<file path="src/rtl/pinball_pkg.sv">
// Shared constants and types for the pinball collision logic.
// Pair IDs index the per-pair channel vectors so new pairs (e.g. holes) slot in cleanly.
package pinball_pkg;

    localparam int COLLISION_COOLDOWN_DEFAULT = 3;

    // Bits needed to hold 0..frames, never narrower than one bit.
    function automatic int cooldownWidth(input int frames);
        return (frames < 1) ? 1 : $clog2(frames + 1);
    endfunction

    localparam int COOLDOWN_W = cooldownWidth(COLLISION_COOLDOWN_DEFAULT);

    typedef logic [COOLDOWN_W-1:0] cooldown_t;

    typedef enum logic [0:0] {
        PAIR_BORDERS = 1'b0,
        PAIR_FLIPPER = 1'b1
    } pair_id_e;

    localparam int NUM_PAIRS = 2;

endpackage

</file>
<file path="src/rtl/collision_channel.sv">
// One collision pair: fires a registered single-cycle pulse at most once per frame,
// then stays quiet for COOLDOWN_FRAMES frame starts (frozen while paused).
module collision_channel
    import pinball_pkg::*;
#(
    parameter int COOLDOWN_FRAMES = COLLISION_COOLDOWN_DEFAULT
) (
    input  logic clk,
    input  logic reset,
    input  logic overlap,
    input  logic startOfFrame,
    input  logic pause,
    output logic pulse
);

    localparam int CD_W = cooldownWidth(COOLDOWN_FRAMES);
    localparam logic [CD_W-1:0] CD_LOAD = CD_W'(COOLDOWN_FRAMES);

    logic            fired_q, fired_d;
    logic [CD_W-1:0] cooldown_q, cooldown_d;
    logic            pulse_q, pulse_d;
    logic            fire;

    // Frame start always wins over an overlap in the same cycle.
    always_comb begin
        fire       = overlap && !fired_q && (cooldown_q == '0) && !pause && !startOfFrame;
        pulse_d    = fire;
        fired_d    = fired_q;
        cooldown_d = cooldown_q;
        if (startOfFrame) begin
            fired_d = 1'b0;
            if (!pause && (cooldown_q != '0)) begin
                cooldown_d = cooldown_q - CD_W'(1);
            end
        end else if (fire) begin
            fired_d    = 1'b1;
            cooldown_d = CD_LOAD;
        end
    end

    always_ff @(posedge clk or posedge reset) begin
        if (reset) begin
            fired_q    <= 1'b0;
            cooldown_q <= '0;
            pulse_q    <= 1'b0;
        end else begin
            fired_q    <= fired_d;
            cooldown_q <= cooldown_d;
            pulse_q    <= pulse_d;
        end
    end

    assign pulse = pulse_q;

endmodule

</file>
<file path="src/rtl/collision_detector.sv">
// Pixel-rate collision arbiter feeding the smiley block: per-pair pulse channels,
// a saturating flipper-hit counter and a one-frame-delayed "had collision" flag.
module collision_detector
    import pinball_pkg::*;
#(
    parameter int COOLDOWN_FRAMES = COLLISION_COOLDOWN_DEFAULT,
    parameter int CNT_W           = 16
) (
    input  logic             clk,
    input  logic             reset,
    input  logic             startOfFrame,
    input  logic             pause,
    input  logic             draw_smiley,
    input  logic             draw_borders,
    input  logic             draw_flipper,
    output logic             collisionSmileyBorders,
    output logic             collisionSmileyFlipper,
    output logic [CNT_W-1:0] flipperHits,
    output logic             frameHadCollision
);

    localparam logic [CNT_W-1:0] HITS_MAX = '1;

    logic [NUM_PAIRS-1:0] overlap;
    logic [NUM_PAIRS-1:0] pulse;
    logic                 anyPulse;

    logic [CNT_W-1:0] hits_q, hits_d;
    logic             sticky_q, sticky_d;
    logic             frameHad_q, frameHad_d;

    assign overlap[PAIR_BORDERS] = draw_smiley & draw_borders;
    assign overlap[PAIR_FLIPPER] = draw_smiley & draw_flipper;

    for (genvar p = 0; p < NUM_PAIRS; p++) begin : gen_chan
        collision_channel #(
            .COOLDOWN_FRAMES(COOLDOWN_FRAMES)
        ) u_chan (
            .clk         (clk),
            .reset       (reset),
            .overlap     (overlap[p]),
            .startOfFrame(startOfFrame),
            .pause       (pause),
            .pulse       (pulse[p])
        );
    end

    assign anyPulse = |pulse;

    // A pulse coinciding with frame start belongs to the new frame's sticky bit.
    always_comb begin
        hits_d     = hits_q;
        sticky_d   = sticky_q | anyPulse;
        frameHad_d = frameHad_q;
        if (pulse[PAIR_FLIPPER] && (hits_q != HITS_MAX)) begin
            hits_d = hits_q + CNT_W'(1);
        end
        if (startOfFrame) begin
            frameHad_d = sticky_q;
            sticky_d   = anyPulse;
        end
    end

    always_ff @(posedge clk or posedge reset) begin
        if (reset) begin
            hits_q     <= '0;
            sticky_q   <= 1'b0;
            frameHad_q <= 1'b0;
        end else begin
            hits_q     <= hits_d;
            sticky_q   <= sticky_d;
            frameHad_q <= frameHad_d;
        end
    end

    assign collisionSmileyBorders = pulse[PAIR_BORDERS];
    assign collisionSmileyFlipper = pulse[PAIR_FLIPPER];
    assign flipperHits            = hits_q;
    assign frameHadCollision      = frameHad_q;

endmodule

</file>
<file path="config.mk">
export PLATFORM = sky130hd
export DESIGN_NAME = collision_detector
export DESIGN_NICKNAME = d
export VERILOG_FILES = /design/src/rtl/pinball_pkg.sv /design/src/rtl/collision_channel.sv /design/src/rtl/collision_detector.sv
export SDC_FILE = /design/constraint.sdc
export NUM_CORES = 1
export LEC_CHECK = 0
export ABC_CLOCK_PERIOD_IN_PS = 1860
export CAP_MARGIN = 20
export CORE_ASPECT_RATIO = 0.7
export CORE_MARGIN = 2
export CORE_UTILIZATION = 49
export CTS_BUF_LIST = sky130_fd_sc_hd__clkbuf_16
export DETAILED_ROUTE_END_ITERATION = 7
export PLACE_DENSITY = 0.86
export SYNTH_ARGS = -nofsm -noshare
export SYNTH_HDL_FRONTEND = slang
export SYNTH_SLANG_ARGS = --single-unit
export TNS_END_PERCENT = 30
</file>
<file path="constraint.sdc">
create_clock -name clk -period 1.86 [get_ports clk]
set_input_delay 0.558 -clock clk [delete_from_list [all_inputs] [get_ports clk]]
set_output_delay 0.558 -clock clk [all_outputs]
set_load 0.005 [all_outputs]
</file>
==> run summary <==
Status - complete, no violations
Top FF cell, synth - dfrtp_1
Largest net degree at the start of global routing - 27
Worst slew margin - 79.5%
Hold path cells - 1
Maxcap violations - 0
Initial antenna violation count - 0
Proportion of power drawn by the clock network - 32.6%
CTS tree - built
Clk root buf - clkbuf_16
Net Switching - 352 µW
Die Height - 45.5 µm
Pwr dens - 864 nW/µm²
I/O Buffers - 25
Ys Warns - 0
H-tree level count - 1
Initial DRC Count - 45
Sequential fraction of the synthesis area - 53.9%
Final Cycle Share - 97.6%
I/O pin count - 26
Post-CTS Setup Inserts - 0
Routed Antenna Nets - 0
Worst path bufs/invs - 2
Hold buffer count at cts - 0
Unrepaired setup endpoints after global routing - true
Yosys reg bits - 26
Type of origin of the critical path - flip-flop
# rows - 15
Data required, critical path - 1300 ps
Seq pwr share - 49.4%
Final Hold Fails - 0
Syn Area/Cell - 10.4 µm²
Critical path endpoint category - output pin
Layout cells sized above 1 - 10.7%
Critical-path cell list - buf_4, clkdlybuf4s50_1
Clock Skew - 7.11 ps
Setup TNS - 0 ps
Clock slew at reported path FFs - 60 ps
Starting Density - 50.3%
Worst-path fanout max - 5
Core Region - 2400 µm²
Final setup fails - 0
Pleak - 0.783 nW
Vias per cell - 5.42
Routed WL - 2.49 mm
CP Class - reg2out
Syn Inst Count - 116
Max Clk Rate - 551 MHz
Post-Syn Nets - 126
Placer Congestion - 0.788
CTS Buf Count - 3
Power share of the combinational group - 18.0%
# clock sinks - 26
Worst R2R Path Depth - 4
Worst min-delay path class - reg2reg
DR vias - 992
First-pass GRT wire length - 4.04 mm
Clock tree buffer depth - 2
Logic depth of the worst path, buffers included - 2
Fillers - 189
Clk Latency, worst-skew pair - 260 ps
Netlist cell types - 29
Antenna cells - 0
Critical path arrival - 1260 ps
Gr usage total - 18.6%
First-pass DRT Iterations - 4
Crit path max-delay cell type - clkdlybuf4s50_1
CP max stage delay - 500 ps
Dpl hpwl - 1.90 mm
Sw Share - 25.0%
Die width - 63.3 µm
Worst-Margin Slew - 305 ps
# nets final - 161
Ys async rst share - 100%
Power Total - 1.41 mW
Aggregate global routing overflow - 0
Die ar. - 2880 µm²
Vias in the first global route - 876
Slew Limit Fails - 0
DRC viols - 0
Top delay family on crit path - buffers and inverters
DR WL/cell - 13.6 µm
Number of synthesized flops with an enable pin - 0
Layout area overhead - 35.2%
Peak VDD IR - 0.633 mV
Int Power - 1.06 mW
Post-layout min period - 1820 ps
Mapped Area - 1210 µm²
stage by stage:
stage / instances / util, % / worst slack [ps] / hold WS, ps / cell area, µm²
floorplan: 116 / - / 179 / 464 / 1210
global placement: 180 / 64.2 / 121 / 473 / 1540
detailed placement: 180 / 64.2 / 60.9 / 496 / 1540
CTS: 183 / 67.3 / 10.4 / 509 / 1620
global route: 183 / 68.0 / -39.4 / 527 / 1630
finish: 183 / 68.0 / 43.8 / 508 / 1630
power groups by stage:
stage / logic (mW) / registers (mW) / clock network [mW]
global placement: 0.234 / 0.698 / 0
floorplan: 0.150 / 0.693 / 0
CTS: 0.259 / 0.699 / 0.473
global route: 0.295 / 0.706 / 0.498
finish: 0.254 / 0.697 / 0.459
detailed placement: 0.258 / 0.707 / 0
layer usage:
metal | share of wire [%] | global-route usage (%)
met1 | 45 | 24.6
met2 | 50 | 31.4
met3 | 3.9 | 5.45
met4 | 0.68 | 3.91
met5 | 0 | 0
area by class of cell:
type                    instances  area (µm²)  share of cell area [%]
repair buffers                 31         302                    18.5
well taps                      34        42.5                    2.61
flip-flops and latches         26         652                    39.9
inverters                      12        45.0                    2.76
multi-input cells              77         517                    31.6
clock buffers                   3        75.1                    4.60
what timing repair did:
action,CTS,global route
resized for setup,1,3
pin swaps,0,1
endpoints found under the setup margin,1,3
path summary, 6_finish.rpt:
| kind | slack (ps) | to | start |
|---|---|---|---|
| worst min-delay path | 510 | frameHadCollision$_DFFE_PP0P_ | frameHadCollision$_DFFE_PP0P_ |
| max in group asynchronous | 950 | gen_chan[1].u_chan.pulse$_DFF_PP0_ | reset |
| worst max-delay path | 40 | flipperHits[4] | flipperHits[4]$_DFFE_PP0P_ |
| worst max register to register | 50 | flipperHits[1]$_DFFE_PP0P_ | flipperHits[9]$_DFFE_PP0P_ |
| min in group asynchronous | 650 | flipperHits[5]$_DFFE_PP0P_ | reset |
| worst min register to register | 510 | frameHadCollision$_DFFE_PP0P_ | frameHadCollision$_DFFE_PP0P_ |
cells in the final DEF, fill, tap and decap left out, drive strengths merged:
master         instances
nand2                  5
clkdlybuf4s50         24
a22oi                  2
and4                   2
xnor2                  6
nor4                   1
nor3                   4
ha                     3
buf                    6
clkbuf                 3
dfrtp                 26
nand3                  5
xor2                   3
nand4b                 1
and3                   3
nand2b                 1
nor4b                  1
nor3b                  1
nand4                  8
or4                    2
dlymetal6s2s           1
inv                   12
mux2                   3
o21a                   1
o21ai                  6
a21oi                  6
nor2                  11
a31oi                  2
sequential cells by signal, summed over array words and instances (netlist names):
register	flops
frameHadCollision	1
gen_chan.u_chan.cooldown_q	4
sticky_q	1
gen_chan.u_chan.pulse	2
flipperHits	16
gen_chan.u_chan.fired_q	2
cells in the mapped netlist, types with 2 or more instances:
library cell / n / area share, %
and4_1: 2 / 1.5
ha_1: 3 / 3.1
nand3_1: 5 / 2.1
nand4_1: 7 / 3.6
xnor2_1: 6 / 4.4
nor2_1: 11 / 3.4
a31oi_1: 2 / 1.0
o21ai_0: 6 / 2.5
nor3_1: 4 / 1.7
xor2_1: 3 / 2.2
mux2_2: 2 / 1.9
and3_1: 3 / 1.6
inv_1: 12 / 3.7
a21oi_1: 6 / 2.5
nand2_1: 4 / 1.2
dfrtp_1: 26 / 54
a22oi_1: 2 / 1.2
worst reg2reg max path: cells and delay by family, from the launching register on:
kind / cells / cell delay, ps
flip-flops: 1 / 410
multiplexers: 1 / 320
AND/OR/NAND/NOR: 3 / 970
cell families after synthesis:
kind of cell | after synthesis | synth area share, %
simple gates | 45 | 21.8
flops | 26 | 53.9
compound gates | 17 | 7.88
buf+inv | 13 | 4.04
xor+xnor | 9 | 6.53
mux | 3 | 2.80
fa+ha+maj | 3 | 3.11
No activity file was read; power rests on OpenSTA's default activity.
